--- src/rtl/clock_digits_renderer_if.sv ---
// ----------------------------------------------------------------------------
// clock_digits_renderer_if
//   Pixel-stream bundle between the VGA timing generator (master) and the
//   clock digit renderer (slave).
//
//   h_disp, v_disp : visible-region flags for the current pixel
//   pos_x, pos_y   : current pixel coordinates
//   digits_in      : BCD digits, digit 0 (leftmost) in [3:0]
//   blink_mask     : 1 = that digit blinks
//   sep_en         : enable the colons between digit pairs
//   r_out/g_out/b_out : rendered colour, two pixel clocks behind the inputs
// ----------------------------------------------------------------------------
interface clock_digits_renderer_if #(
    parameter int NUM_DIGITS = 6,
    parameter int POS_W      = 11,
    parameter int COLOR_W    = 1
);
    logic                    h_disp;
    logic                    v_disp;
    logic [POS_W-1:0]        pos_x;
    logic [POS_W-1:0]        pos_y;
    logic [4*NUM_DIGITS-1:0] digits_in;
    logic [NUM_DIGITS-1:0]   blink_mask;
    logic                    sep_en;
    logic [COLOR_W-1:0]      r_out;
    logic [COLOR_W-1:0]      g_out;
    logic [COLOR_W-1:0]      b_out;

    modport master (
        output h_disp, v_disp, pos_x, pos_y, digits_in, blink_mask, sep_en,
        input  r_out, g_out, b_out
    );

    modport slave (
        input  h_disp, v_disp, pos_x, pos_y, digits_in, blink_mask, sep_en,
        output r_out, g_out, b_out
    );
endinterface

--- src/rtl/clock_digits_renderer.sv ---
// ----------------------------------------------------------------------------
// clock_digits_renderer
//   Draws NUM_DIGITS seven-segment BCD digits as block glyphs at a fixed
//   screen origin, with optional blinking colons after odd digits and
//   per-digit blink. Digit values are latched at the falling edge of v_disp
//   so a frame never shows a half-updated time. Two-stage pixel pipeline.
//
//   clk     : pixel clock
//   reset_n : asynchronous active-low reset
//   bus     : pixel-stream interface (slave side), see clock_digits_renderer_if
// ----------------------------------------------------------------------------
module clock_digits_renderer #(
    parameter int                 NUM_DIGITS   = 6,
    parameter int                 BLOCK_SIZE   = 5,
    parameter int                 DIGIT_PITCH  = 30,
    parameter int                 ORIGIN_X     = 400,
    parameter int                 ORIGIN_Y     = 340,
    parameter int                 POS_W        = 11,
    parameter int                 COLOR_W      = 1,
    parameter logic [COLOR_W-1:0] FG_R         = '1,
    parameter logic [COLOR_W-1:0] FG_G         = '1,
    parameter logic [COLOR_W-1:0] FG_B         = '1,
    parameter logic [COLOR_W-1:0] BG_R         = '0,
    parameter logic [COLOR_W-1:0] BG_G         = '0,
    parameter logic [COLOR_W-1:0] BG_B         = '0,
    parameter int                 BLINK_FRAMES = 30
) (
    input  logic                    clk,
    input  logic                    reset_n,
    clock_digits_renderer_if.slave  bus
);

    localparam int               CNT_W    = (BLINK_FRAMES > 1) ? $clog2(BLINK_FRAMES) : 1;
    localparam logic [CNT_W-1:0] CNT_LAST = CNT_W'(BLINK_FRAMES - 1);

    // True when (x,y) lies inside cell columns c0..c1 and rows r0..r1 of a
    // digit whose left edge is dx. All bounds fold to constants.
    function automatic logic in_box(input logic [POS_W-1:0] x, input logic [POS_W-1:0] y,
                                    input int dx, input int c0, input int c1,
                                    input int r0, input int r1);
        return (x >= POS_W'(dx + c0 * BLOCK_SIZE))       &&
               (x <  POS_W'(dx + (c1 + 1) * BLOCK_SIZE)) &&
               (y >= POS_W'(ORIGIN_Y + r0 * BLOCK_SIZE)) &&
               (y <  POS_W'(ORIGIN_Y + (r1 + 1) * BLOCK_SIZE));
    endfunction

    // Segment pattern {a,b,c,d,e,f,g}; codes 10..15 render blank.
    function automatic logic [6:0] seg_decode(input logic [3:0] bcd);
        case (bcd)
            4'd0:    return 7'h7E;
            4'd1:    return 7'h30;
            4'd2:    return 7'h6D;
            4'd3:    return 7'h79;
            4'd4:    return 7'h33;
            4'd5:    return 7'h5B;
            4'd6:    return 7'h5F;
            4'd7:    return 7'h70;
            4'd8:    return 7'h7F;
            4'd9:    return 7'h7B;
            default: return 7'h00;
        endcase
    endfunction

    // ---------------- frame latch and blink timing ----------------
    logic                    r_v_d;
    logic                    w_frame_end;
    logic [4*NUM_DIGITS-1:0] r_digits;
    logic [NUM_DIGITS-1:0]   r_blink_mask;
    logic                    r_sep_en;
    logic [CNT_W-1:0]        r_blink_cnt;
    logic                    r_blink_phase;

    assign w_frame_end = r_v_d & ~bus.v_disp;

    // NOTE: registers are written with <= so every flop samples pre-edge values.
    always_ff @(posedge clk or negedge reset_n) begin
        if (!reset_n) begin
            r_v_d         <= 1'b0;
            // NOTE: the shadow digits are reset (to blank) because the screen
            // must show nothing until the first frame has been latched.
            r_digits      <= '1;
            r_blink_mask  <= '0;
            r_sep_en      <= 1'b0;
            r_blink_cnt   <= '0;
            r_blink_phase <= 1'b0;
        end else begin
            r_v_d <= bus.v_disp;
            if (w_frame_end) begin
                r_digits     <= bus.digits_in;
                r_blink_mask <= bus.blink_mask;
                r_sep_en     <= bus.sep_en;
                // Phase flips together with the shadow load, so the new
                // phase and the new digits belong to the same frame.
                if (r_blink_cnt == CNT_LAST) begin
                    r_blink_cnt   <= '0;
                    r_blink_phase <= ~r_blink_phase;
                end else begin
                    r_blink_cnt <= r_blink_cnt + CNT_W'(1);
                end
            end
        end
    end

    // ---------------- per-digit hit detection ----------------
    logic [NUM_DIGITS-1:0] w_hit;

    for (genvar k = 0; k < NUM_DIGITS; k++) begin : g_digit
        localparam int DX = ORIGIN_X + k * DIGIT_PITCH;
        logic [6:0] w_seg;
        logic       w_seg_hit;
        logic       w_colon_hit;

        assign w_seg = (r_blink_mask[k] & r_blink_phase) ? 7'h00
                                                          : seg_decode(r_digits[4*k +: 4]);

        assign w_seg_hit =
            (w_seg[6] & in_box(bus.pos_x, bus.pos_y, DX, 1, 3, 0, 0)) |  // a
            (w_seg[5] & in_box(bus.pos_x, bus.pos_y, DX, 4, 4, 1, 3)) |  // b
            (w_seg[4] & in_box(bus.pos_x, bus.pos_y, DX, 4, 4, 5, 7)) |  // c
            (w_seg[3] & in_box(bus.pos_x, bus.pos_y, DX, 1, 3, 8, 8)) |  // d
            (w_seg[2] & in_box(bus.pos_x, bus.pos_y, DX, 0, 0, 5, 7)) |  // e
            (w_seg[1] & in_box(bus.pos_x, bus.pos_y, DX, 0, 0, 1, 3)) |  // f
            (w_seg[0] & in_box(bus.pos_x, bus.pos_y, DX, 1, 3, 4, 4));   // g

        // Colons sit in column 5 of every odd digit except the last one.
        if ((k % 2 == 1) && (k < NUM_DIGITS - 1)) begin : g_colon
            assign w_colon_hit = r_sep_en & ~r_blink_phase &
                                 (in_box(bus.pos_x, bus.pos_y, DX, 5, 5, 2, 2) |
                                  in_box(bus.pos_x, bus.pos_y, DX, 5, 5, 6, 6));
        end else begin : g_no_colon
            assign w_colon_hit = 1'b0;
        end

        assign w_hit[k] = w_seg_hit | w_colon_hit;
    end

    // ---------------- two-stage pixel pipeline ----------------
    logic [NUM_DIGITS-1:0] r_s1_hit;
    logic                  r_s1_vis;
    logic [COLOR_W-1:0]    w_red, w_grn, w_blu;
    logic [COLOR_W-1:0]    r_red, r_grn, r_blu;

    // NOTE: every output of this block gets a default first so no latch is inferred.
    always_comb begin
        w_red = '0;
        w_grn = '0;
        w_blu = '0;
        if (r_s1_vis) begin
            if (|r_s1_hit) begin
                w_red = FG_R;
                w_grn = FG_G;
                w_blu = FG_B;
            end else begin
                w_red = BG_R;
                w_grn = BG_G;
                w_blu = BG_B;
            end
        end
    end

    always_ff @(posedge clk or negedge reset_n) begin
        if (!reset_n) begin
            r_s1_hit <= '0;
            r_s1_vis <= 1'b0;
            r_red    <= '0;
            r_grn    <= '0;
            r_blu    <= '0;
        end else begin
            r_s1_hit <= w_hit;
            r_s1_vis <= bus.h_disp & bus.v_disp;
            r_red    <= w_red;
            r_grn    <= w_grn;
            r_blu    <= w_blu;
        end
    end

    assign bus.r_out = r_red;
    assign bus.g_out = r_grn;
    assign bus.b_out = r_blu;

endmodule
--- src/flat_wrapper.sv ---
// flat-port wrapper written by rule: the top's interface ports become plain ports
module clock_digits_renderer_flat 
#(
    parameter int                 NUM_DIGITS   = 6,
    parameter int                 BLOCK_SIZE   = 5,
    parameter int                 DIGIT_PITCH  = 30,
    parameter int                 ORIGIN_X     = 400,
    parameter int                 ORIGIN_Y     = 340,
    parameter int                 POS_W        = 11,
    parameter int                 COLOR_W      = 1,
    parameter logic [COLOR_W-1:0] FG_R         = '1,
    parameter logic [COLOR_W-1:0] FG_G         = '1,
    parameter logic [COLOR_W-1:0] FG_B         = '1,
    parameter logic [COLOR_W-1:0] BG_R         = '0,
    parameter logic [COLOR_W-1:0] BG_G         = '0,
    parameter logic [COLOR_W-1:0] BG_B         = '0,
    parameter int                 BLINK_FRAMES = 30
)
  (clk, reset_n, bus_h_disp, bus_v_disp, bus_pos_x, bus_pos_y, bus_digits_in, bus_blink_mask, bus_sep_en, bus_r_out, bus_g_out, bus_b_out);
  clock_digits_renderer_if #(.NUM_DIGITS(NUM_DIGITS), .POS_W(POS_W), .COLOR_W(COLOR_W)) bus_i ();
  input  logic clk;
  input  logic reset_n;
  input wire logic [$bits(bus_i.h_disp)-1:0] bus_h_disp;
  input wire logic [$bits(bus_i.v_disp)-1:0] bus_v_disp;
  input wire logic [$bits(bus_i.pos_x)-1:0] bus_pos_x;
  input wire logic [$bits(bus_i.pos_y)-1:0] bus_pos_y;
  input wire logic [$bits(bus_i.digits_in)-1:0] bus_digits_in;
  input wire logic [$bits(bus_i.blink_mask)-1:0] bus_blink_mask;
  input wire logic [$bits(bus_i.sep_en)-1:0] bus_sep_en;
  output wire logic [$bits(bus_i.r_out)-1:0] bus_r_out;
  output wire logic [$bits(bus_i.g_out)-1:0] bus_g_out;
  output wire logic [$bits(bus_i.b_out)-1:0] bus_b_out;
  assign bus_i.h_disp = bus_h_disp;
  assign bus_i.v_disp = bus_v_disp;
  assign bus_i.pos_x = bus_pos_x;
  assign bus_i.pos_y = bus_pos_y;
  assign bus_i.digits_in = bus_digits_in;
  assign bus_i.blink_mask = bus_blink_mask;
  assign bus_i.sep_en = bus_sep_en;
  assign bus_r_out = bus_i.r_out;
  assign bus_g_out = bus_i.g_out;
  assign bus_b_out = bus_i.b_out;
  clock_digits_renderer #(.NUM_DIGITS(NUM_DIGITS), .BLOCK_SIZE(BLOCK_SIZE), .DIGIT_PITCH(DIGIT_PITCH), .ORIGIN_X(ORIGIN_X), .ORIGIN_Y(ORIGIN_Y), .POS_W(POS_W), .COLOR_W(COLOR_W), .FG_R(FG_R), .FG_G(FG_G), .FG_B(FG_B), .BG_R(BG_R), .BG_G(BG_G), .BG_B(BG_B), .BLINK_FRAMES(BLINK_FRAMES)) u_core (.clk(clk), .reset_n(reset_n), .bus(bus_i));
endmodule
--- config.mk ---
export PLATFORM = sky130hd
export DESIGN_NAME = clock_digits_renderer_flat
export DESIGN_NICKNAME = d
export VERILOG_FILES = /design/src/rtl/clock_digits_renderer_if.sv /design/src/rtl/clock_digits_renderer.sv /design/src/flat_wrapper.sv
export SDC_FILE = /design/constraint.sdc
export NUM_CORES = 1
export LEC_CHECK = 0
export BUFFER_PORTS_ARGS = -buffer_cell sky130_fd_sc_hd__buf_2
export CORE_UTILIZATION = 55
export DETAILED_ROUTE_END_ITERATION = 7
export GPL_TIMING_DRIVEN = 0
export MAX_ROUTING_LAYER = met4
export PLACE_DENSITY_LB_ADDON = 0.25
export SYNTH_ARGS = -nofsm -noshare
export SYNTH_HDL_FRONTEND = slang
export SYNTH_SLANG_ARGS = --single-unit
--- constraint.sdc ---
create_clock -name clk -period 4.8 [get_ports clk]
set_clock_uncertainty 0.05 [all_clocks]
set_input_delay 0.72 -clock clk [delete_from_list [all_inputs] [get_ports clk]]
set_output_delay 0.72 -clock clk [all_outputs]
set_load 0.03 [all_outputs]
==> impl_summary.txt <==
----------------------------------------------------
[Logic synthesis]
  Warning count from the yosys run ... 0
  Top area cells in the synthesized netlist ... dfstp_2 (17%), dfrtp_1 (15%), ha_1 (13%)
  FF+latch count, synth ... 46
  EDFF count, synth ... 0
  Unique cell type count in the Yosys netlist ... 58
  Post-Synthesis Cell Area ... 3787 um^2
  Share of synthesized area occupied by flip-flops and latches ... 31.19%
  Async set-or-reset flop fraction in the synthesized netlist ... 100.0%
  Number of instances in the synthesized netlist ... 477
  Avg Synthesized Cell Area ... 7.940 um^2
  Synthesized netlist net count ... 572
  Top cell type by total area after synthesis ... dfstp_2
  Most common flop cell mapped by yosys ... dfstp_2
  Top-area cell type share of the netlist area ... 16.65%

[Timing]
  Final setup TNS ... 0 ns
  Maximum frequency from static timing analysis ... 0.4038 GHz
  Ratio of final minimum period to clock period ... 51.59%
  Final hold violations ... 0
  Slew HR ... 32.50%
  Setup Viol. Count Final ... 0
  Worst slack on hold paths ... 0.4360 ns
  Transition time at the pin with the least slew margin ... 1.013 ns
  Number of max-slew violations in the final report ... 0
  RSZ-0062 raised after global routing ... no
  Clock period minus worst slack ... 2.476 ns

[Final layout]
  Area of the multi-input gates ... 2376 um^2
  Commonest cells after routing, fill and taps aside ... nand2_1 (91), buf_2 (60), o21ai_0 (50), ha_1 (38), a21oi_1 (31)
  Proportion of layout cells with a drive suffix above 1 ... 20.15%
  Number of antenna cells inserted ... 0
  Final-stage net count ... 635
  Area taken by flip-flops and latches ... 1181 um^2
  Most common cell after layout, fill and taps aside ... nand2_1
  Area of all placed cells without fillers ... 4259 um^2
  Area growth syn-to-layout ... 12.45%
  Number of fill cells ... 558

[CTS]
  Library cell used as clock root buffer ... clkbuf_8
  Clock tree from TritonCTS ... built
  Post_cts resized ... 0
  Clock latency at the later pin of the worst-skew pair ... 0.30 ns
  Number of hold buffers added after cts ... 0
  Maximum level of the CTS H-tree ... 2
  Number of buffers inserted during clock tree synthesis ... 5
  Post-CTS setup buffer count ... 0
  Maximum clock insertion buffer count ... 2
  Number of clock sinks ... 46
  Clock transition at the registers of the reported paths ... 0.09 ns

[Worst setup path]
  Master of the slowest instance on the critical path ... a2111oi_0
  Worst path arrival time ... 2.64 ns
  Buffers plus inverters on the worst setup path ... 2
  WS Path Type ... in2reg
  Endpoint required time on the critical path ... 4.96 ns
  Cell-by-cell listing of the critical path ... buf_2 > buf_2 > nand3_1 > a2111oi_0 > o21ai_0 > a2111o_1 > o2111ai_1
  Highest cell delay on the worst timing path ... 0.67 ns
  CP startpoint kind ... primary input
  Largest fanout of any net on the critical path ... 10
  Endpoint class of the critical path ... flop
  Most used cell along the critical path ... buf_2
  Gate family responsible for the most delay along the worst path ... compound AO/OA/AOI/OAI gates

[GRT]
  Wire length of the first global-routing pass ... 16570 um
  Maximum number of pins on one net before global-route repair ... 47
  GRT Total Usage ... 29.65%
  Overflow left after global routing ... 0
  Number of global-route vias before repair ... 3471
  Antenna violations before repair ... 0

[Floorplanning]
  Std-Cell Rows ... 29
  Starting utilization of the core area ... 58.31%
  Horizontal extent of the die ... 84.98 um
  Io pins ... 60
  Die outline height ... 84.98 um
  Placeable core region ... 6495 um^2
  Die Area ... 7222 um^2

[Power]
  Pwr/cell area ... 256.1 nW/um^2
  Leak Pwr ... 1.892 nW
  Peak supply drop ... 0.1874 mV

[Drt]
  Overall routed net length ... 9846 um
  Number of search-and-repair iterations in the first detailed-routing pass ... 7
  Post-route antenna net violation count ... 0
  DRC violations left ... 3
  Via density per instance ... 6.011
  Mean routed wirelength per cell ... 15.93 um
  Number of violations reported at the end of detailed-routing iteration 0 ... 321
  Via count ... 3715

[Status]
  Violated checks ... design-rule violations
  Run status ... finished, violations left

[Placement]
  Post-detailed-placement cell area ... 4164 um^2
  Weighted congestion reported at the end of routability-driven placement ... 1.057
  Count of buffers inserted at the top-level ports ... 56
  Dpl hpwl ... 7420 um

[Flow run]
  Number of max-capacitance violations reported ... 0

[Hold path]
  Worst min path class ... reg2reg

----------------------------------------------------
-- logic make-up after synthesis --
logic type	synth area share [%]
flip-flops	31.19
AND/OR/NAND/NOR	26.40
adder cells (fa/ha/maj)	12.55
XOR/XNOR	0.2313
buffers and inverters	6.079
AO/OA/AOI/OAI	22.50
multiplexers	1.057
-- cell usage after synthesis (all sizes together), types with 3 or more instances --
library cell  instances
nand2                91
o21ai                51
ha                   38
a21oi                31
inv                  28
dfstp                24
dfrtp                22
nor2                 22
nand3                16
buf                  12
clkbuf               12
nor3                 11
o22ai                10
nand2b                9
nand4                 9
nor2b                 8
or2                   7
a21o                  6
or3                   5
mux2i                 4
o2111ai               4
o211ai                4
a2111oi               3
a211oi                3
a221oi                3
a22oi                 3
a32oi                 3
and2                  3
nand3b                3
nor4                  3
nor4b                 3
o21a                  3
or4                   3
-- flip-flops by register name, summed over array words and instances, names as in the netlist --
name	flops
u_core.r_s1_vis	1
u_core.r_digits	24
u_core.r_blink_phase	1
u_core.bus.r_out	1
u_core.r_s1_hit	6
u_core.r_blink_cnt	5
u_core.r_v_d	1
u_core.r_sep_en	1
u_core.r_blink_mask	6
-- metrics by stage --
step	setup slack (ns)	cells	power, mW	util, %
2_1_floorplan	2.549	477	0.7282	-
3_3_place_gp	2.082	610	0.8209	64.11
3_5_place_dp	2.109	610	0.8350	64.11
4_1_cts	2.408	618	1.095	65.58
5_1_grt	2.190	618	1.165	65.58
6_report	2.324	618	1.091	65.58
-- power by group --
| group | switching (mW) | internal (mW) | total (mW) | leakage (nW) |
|---|---|---|---|---|
| sequential | 0.0493 | 0.457 | 0.507 | 0.533 |
| combinational | 0.198 | 0.128 | 0.326 | 1.31 |
| clock | 0.138 | 0.119 | 0.258 | 0.0489 |
| total | 0.386 | 0.705 | 1.09 | 1.89 |
-- final cells by class --
class,count,area share [%]
Tap cell,77,2.262
Clock buffer,7,2.027
Buffer,24,2.938
Timing Repair Buffer,56,6.581
Sequential cell,46,27.73
Inverter,28,2.468
Multi-Input combinational cell,379,55.79
Clock inverter,1,0.2056
-- worst reg2reg max path: cells and delay by family (launching register included) --
family	cells	cell delay, ns
AOI/OAI and AO/OA	3	0.32
buffers and inverters	1	0.10
and+or+nand+nor	2	0.52
muxes	1	0.13
adders and majority gates	1	0.20
DFF	1	0.58
-- per-layer routing --
metal,part of all wire [%],GRT usage [%],vias up
li1,-,-,1812
met4,2.7,9.399,0
met3,6.3,5.156,33
met5,0,-,-
met1,45,38.69,1725
met2,46,47.07,145
-- final timing paths --
kind / slack (ns) / cells after the start / endpoint / start
hold reg to reg: 0.44 / 1 / u_core.r_blink_cnt[4]$_DFFE_PN0P_ / u_core.r_blink_cnt[4]$_DFFE_PN0P_
min in group asynchronous: 0.53 / 1 / u_core.r_blink_mask[2]$_DFFE_PN0P_ / reset_n
setup / recovery: 2.32 / 7 / u_core.r_s1_hit[1]$_DFF_PN0_ / bus_pos_x[1]
setup reg to reg: 2.79 / 8 / u_core.r_s1_hit[3]$_DFF_PN0_ / u_core.r_digits[13]$_DFFE_PN1P_
max in group asynchronous: 3.53 / 1 / u_core.r_sep_en$_DFFE_PN0P_ / reset_n
hold / removal: 0.44 / 1 / u_core.r_blink_cnt[4]$_DFFE_PN0P_ / u_core.r_blink_cnt[4]$_DFFE_PN0P_
(Power assumes the default switching activity.)
